`src/rtl/mem_access_unit.sv`:
```
// Load/store sequencer between the execute stage and DataMemory.
// One request at a time; byte stores are read-modify-write of the containing word.
module mem_access_unit #(
    parameter bit MISALIGN_TRAP = 1'b1
) (
    input  logic        clock,
    input  logic        reset_n,
    input  logic        req_valid,
    output logic        req_ready,
    input  logic [2:0]  req_op,
    input  logic [15:0] req_addr,
    input  logic [15:0] req_wdata,
    output logic        rsp_valid,
    input  logic        rsp_ready,
    output logic [15:0] rsp_data,
    output logic        rsp_err,
    output logic [15:0] MemAddress,
    output logic [15:0] MemWriteData,
    output logic        MemWrite,
    output logic        MemRead,
    input  logic [15:0] MemReadData
);

    typedef enum logic [1:0] {IDLE, ACCESS, MERGE, RESP} state_t;
    typedef enum logic [2:0] {OP_LW, OP_LB, OP_LBU, OP_SW, OP_SB} op_t;

    state_t      state, next_state;
    logic [2:0]  op_q;
    logic [15:0] addr_q;
    logic [15:0] wdata_q;
    logic [15:0] merge_q;
    logic [15:0] rsp_data_q;
    logic        rsp_err_q;

    logic        req_bad;
    logic        is_load;
    logic [7:0]  sel_byte;
    logic [15:0] load_value;
    logic [15:0] merged_word;
    logic [15:0] word_addr;

    // Decode of the live request, only meaningful at the IDLE handshake
    always_comb begin
        req_bad = 1'b0;
        if (req_op > OP_SB)
            req_bad = 1'b1;
        else if (MISALIGN_TRAP && req_addr[0] && (req_op == OP_LW || req_op == OP_SW))
            req_bad = 1'b1;
    end

    assign is_load   = (op_q == OP_LW) || (op_q == OP_LB) || (op_q == OP_LBU);
    assign word_addr = {addr_q[15:1], 1'b0};
    assign sel_byte  = addr_q[0] ? MemReadData[15:8] : MemReadData[7:0];

    always_comb begin
        load_value = MemReadData;
        if (op_q == OP_LB)
            load_value = {{8{sel_byte[7]}}, sel_byte};
        else if (op_q == OP_LBU)
            load_value = {8'h00, sel_byte};
    end

    assign merged_word = addr_q[0] ? {wdata_q[7:0], merge_q[7:0]}
                                   : {merge_q[15:8], wdata_q[7:0]};

    always_ff @(posedge clock) begin
        if (!reset_n)
            state <= IDLE;
        else
            state <= next_state;
    end

    always_comb begin
        next_state   = state;
        req_ready    = 1'b0;
        rsp_valid    = 1'b0;
        MemRead      = 1'b0;
        MemWrite     = 1'b0;
        MemAddress   = '0;
        MemWriteData = '0;
        case (state)
            IDLE: begin
                req_ready = 1'b1;
                if (req_valid)
                    next_state = req_bad ? RESP : ACCESS;
            end
            ACCESS: begin
                MemAddress = word_addr;
                if (is_load) begin
                    MemRead    = 1'b1;
                    next_state = RESP;
                end else if (op_q == OP_SW) begin
                    MemWrite     = 1'b1;
                    MemWriteData = wdata_q;
                    next_state   = RESP;
                end else if (op_q == OP_SB) begin
                    MemRead    = 1'b1;
                    next_state = MERGE;
                end else begin
                    next_state = RESP;
                end
            end
            MERGE: begin
                MemAddress   = word_addr;
                MemWrite     = 1'b1;
                MemWriteData = merged_word;
                next_state   = RESP;
            end
            RESP: begin
                rsp_valid = 1'b1;
                if (rsp_ready)
                    next_state = IDLE;
            end
            default: next_state = IDLE;
        endcase
    end

    always_ff @(posedge clock) begin
        if (!reset_n) begin
            op_q       <= '0;
            addr_q     <= '0;
            wdata_q    <= '0;
            merge_q    <= '0;
            rsp_data_q <= '0;
            rsp_err_q  <= 1'b0;
        end else begin
            case (state)
                IDLE: begin
                    if (req_valid) begin
                        op_q       <= req_op;
                        addr_q     <= req_addr;
                        wdata_q    <= req_wdata;
                        rsp_data_q <= '0;
                        rsp_err_q  <= req_bad;
                    end
                end
                ACCESS: begin
                    if (is_load)
                        rsp_data_q <= load_value;
                    else if (op_q == OP_SB)
                        merge_q <= MemReadData;
                end
                default: ;
            endcase
        end
    end

    assign rsp_data = rsp_data_q;
    assign rsp_err  = rsp_err_q;

endmodule

```
`config.mk`:
```
export PLATFORM = sky130hd
export DESIGN_NAME = mem_access_unit
export DESIGN_NICKNAME = d
export VERILOG_FILES = /design/src/rtl/mem_access_unit.sv
export SDC_FILE = /design/constraint.sdc
export NUM_CORES = 1
export LEC_CHECK = 0
export ABC_AREA = 1
export CORE_MARGIN = 2
export CORE_UTILIZATION = 35
export DETAILED_ROUTE_END_ITERATION = 6
export PLACE_DENSITY_LB_ADDON = 0.05
export SLEW_MARGIN = 10
export SYNTH_ARGS = -nofsm -noshare
export SYNTH_HDL_FRONTEND = slang
export SYNTH_SLANG_ARGS = --single-unit
```
`constraint.sdc`:
```
create_clock -name clock -period 4.6 [get_ports clock]
set_input_delay 1.15 -clock clock [delete_from_list [all_inputs] [get_ports clock]]
set_output_delay 1.15 -clock clock [all_outputs]
set_load 0.02 [all_outputs]
```
==> impl_metrics.json <==
{
  "seq_area_frac_synth_pct": 41.90,
  "path_clk_slew_ps": 70,
  "crit_fanout": 17,
  "setup_tns_ps": 0,
  "dp_hpwl_um": 6779,
  "start_kind": "register",
  "worst-path-buf-inv": 3,
  "synth_cell_type_count": 30,
  "powerDensity_nw_per_um2": 531.8,
  "cts-hold-fix-buffers": 0,
  "num_rows": 35,
  "synth_top_family_by_area": "compound AO/OA/AOI/OAI gates",
  "synth_warnings": 0,
  "dieArea_um2": 10350,
  "worst_slack_ps": 586.0,
  "combinationalPowerShare_pct": 43.6,
  "cts_buffers": 9,
  "htree_levels": 3,
  "via_per_inst": 4.622,
  "vias": 3286,
  "grt_pass1_vias": 3144,
  "cts_resized": 0,
  "grt_pass1_wl_um": 15070,
  "rsz0062_at_grt": "false",
  "clk_latency_ps": 340,
  "drt-wirelength-per-cell_um": 12.92,
  "end_kind": "output port",
  "grt_overflow": 0,
  "cts_sinks": 70,
  "syn_area_per_cell_um2": 6.953,
  "antenna_found_initial": 0,
  "slowest_stage": "ha_1",
  "synth_top_area_share_pct": 41.90,
  "synth_compound_area_share_pct": 23.34,
  "yosys.area_share.simple_pct": 22.15,
  "clock_skew_ps": 5.433,
  "final.min_clock_period_ps": 4014,
  "die_x_um": 101.8,
  "tightest_slew_ps": 1032,
  "clock_path_buffers": 2,
  "worst_ep_arrival_time_ps": 2860,
  "muxShareOfSynthArea_pct": 0,
  "finalSetupViolations": 0,
  "netlist_area_um2": 3344,
  "cts-root-buf": "clkbuf_8",
  "dr.pass1.iters": 4,
  "r2r_setup_slack_ps": 2700,
  "drc": 0,
  "required_ps": 3450,
  "synth.top_cells.by_area": "dfxtp_1 42%, o21ai_0 10%, nand2_1 8.3%",
  "core_um2": 9240,
  "slew_violations": 0,
  "synth_cells": 481,
  "fmax_mhz": 249.1,
  "initial_core_util_pct": 36.19,
  "die_h_um": 101.8,
  "final_core_utilization_pct": 50.64,
  "p_clk_share_pct": 22.1,
  "p_sw_share_pct": 40.62,
  "ant_nets": 0,
  "antenna_cells": 0,
  "critPathKind": "reg2out",
  "max-slew-margin-rel_pct": 31.13,
  "place.gp.congestion": 0.8618,
  "p_leak_nw": 1.865,
  "portBuffers": 106,
  "crit_chain": "inv_1 > ha_1 > clkinv_1 > a21oi_1 > clkdlybuf4s50_1",
  "drt-initial-drc-count": 101,
  "fin_crit_sh_pct": 87.26,
  "max_cap_viol_count": 0,
  "dp_worst_setup_slack_ps": 891.0,
  "hold_class": "reg2reg",
  "yosys.area.top_type": "dfxtp_1",
  "grt_use_total_pct": 18.55,
  "layout-drive-gt1-share_pct": 7.904,
  "slowest_delay_ps": 650,
  "synth_xor_area_share_pct": 0.2619,
  "wl_um": 9185,
  "syn_to_final_growth_pct": 39.92,
  "crit_family": "buffers and inverters",
  "finalHoldViolations": 0,
  "fin_nets": 636,
  "intPower_mw": 1.478,
  "syn_nets": 540,
  "pin_count": 108,
  "cts_tree": "built",
  "outcome": "finished, final reports clean",
  "seqPwrFrac_pct": 34.2,
  "peakVddDrop_uv": 267.2,
  "cts_setup_buffers": 0,
  "p_sw_mw": 1.011,
  "synth_seq_cells": 70,
  "grt_start_max_net_pins": 53,
  "synth-adder-area-share_pct": 1.496
}
-- cell families after synthesis --
family,count (synthesis)
AND/OR/NAND/NOR,175
other,1
flip-flops,70
adder cells (fa/ha/maj),4
AO/OA/AOI/OAI,143
buffers and inverters,87
XOR/XNOR,1
-- power groups by stage --
stage	logic (mW)	registers, mW	clock network (mW)
after global placement	1.09	0.863	0
final	1.09	0.852	0.550
after floorplan	0.747	0.871	0
after detailed placement	1.10	0.868	0
after global routing	1.23	0.874	0.594
after CTS	1.10	0.854	0.565
-- worst reg2reg max path, cell delays in order, from the launching register on --
cell	delay (ps)
dfxtp_1	350
inv_1	100
ha_1	230
nand2_1	80
inv_1	750
nor2_1	80
nor2_1	100
o21ai_0	100
inv_1	60
-- metal layers --
layer  wire (um)  global-route usage (%)  vias up  share of wire [%]
li1            -                       -     1727                  -
met1        4254                   24.08     1462                 46
met2        4251                   30.31       84                 46
met3         525                   3.589       13                5.7
met4         153                   7.380        0                1.7
met5           0                       0        -                  0
-- cell usage in the layout (no fill, tap or decap) --
cell type / n
clkdlybuf4s50_1: 106
nand2_1: 74
nor2_1: 70
dfxtp_1: 70
o21ai_0: 69
inv_1: 60
a21oi_1: 53
nand3_1: 14
nand2_2: 12
a21oi_2: 10
clkbuf_8: 10
o21ai_1: 4
ha_1: 4
clkinv_1: 3
clkbuf_1: 3
o21ai_2: 2
o211ai_1: 2
nand3_2: 2
bufinv_16: 2
buf_4: 2
inv_2: 1
nand3_4: 1
nand2_4: 1
o21ai_4: 1
xor2_1: 1
o22ai_1: 1
nor2_2: 1
a21boi_0: 1
conb_1: 1
clkinvlp_4: 1
-- cell usage after synthesis, drive strengths merged --
cell type,n
conb,1
nand2,87
ha,4
nor2,71
clkinv,3
nand3,17
clkbuf,12
a21oi,63
o22ai,1
o21ai,76
inv,61
dfxtp,70
buf,11
a21boi,1
o211ai,2
xor2,1
-- final cells by class --
class | instances | area (um2)
clock buffers | 13 | 148.9
clock inverters | 3 | 67.56
fillers | 947 | 4561
inverters | 64 | 240.2
multi-input cells | 324 | 1584
flip-flops and latches | 70 | 1401
well taps | 129 | 161.4
repair buffers | 108 | 1076
-- sequential cells by signal (all words and copies together), names as in the netlist --
name,flops
addr_q,16
op_q,3
merge_q,16
wdata_q,16
rsp_data,16
rsp_err,1
state,2
-- worst paths after layout --
kind                      startpoint                 endpoint  cells after the start
max            state[0]$_SDFFE_PN0P_          MemWriteData[3]                      5
min reg2reg  merge_q[6]$_SDFFE_PN0P_  merge_q[6]$_SDFFE_PN0P_                      2
max reg2reg    state[0]$_SDFFE_PN0P_     rsp_err$_SDFFE_PN0P_                      8
min          merge_q[6]$_SDFFE_PN0P_  merge_q[6]$_SDFFE_PN0P_                      2
-- through the flow --
| step | instance area (um2) | total power, mW | hold WS (ps) | std cells |
|---|---|---|---|---|
| after floorplan | 3344 | 1.618 | 423.1 | 481 |
| after global placement | 4463 | 1.956 | 439.2 | 695 |
| after detailed placement | 4463 | 1.967 | 443.7 | 695 |
| after CTS | 4679 | 2.523 | 457.8 | 711 |
| after global routing | 4679 | 2.694 | 473.8 | 711 |
| final | 4679 | 2.489 | 453.1 | 711 |
Note: power is estimated with default switching activity, not from simulation.
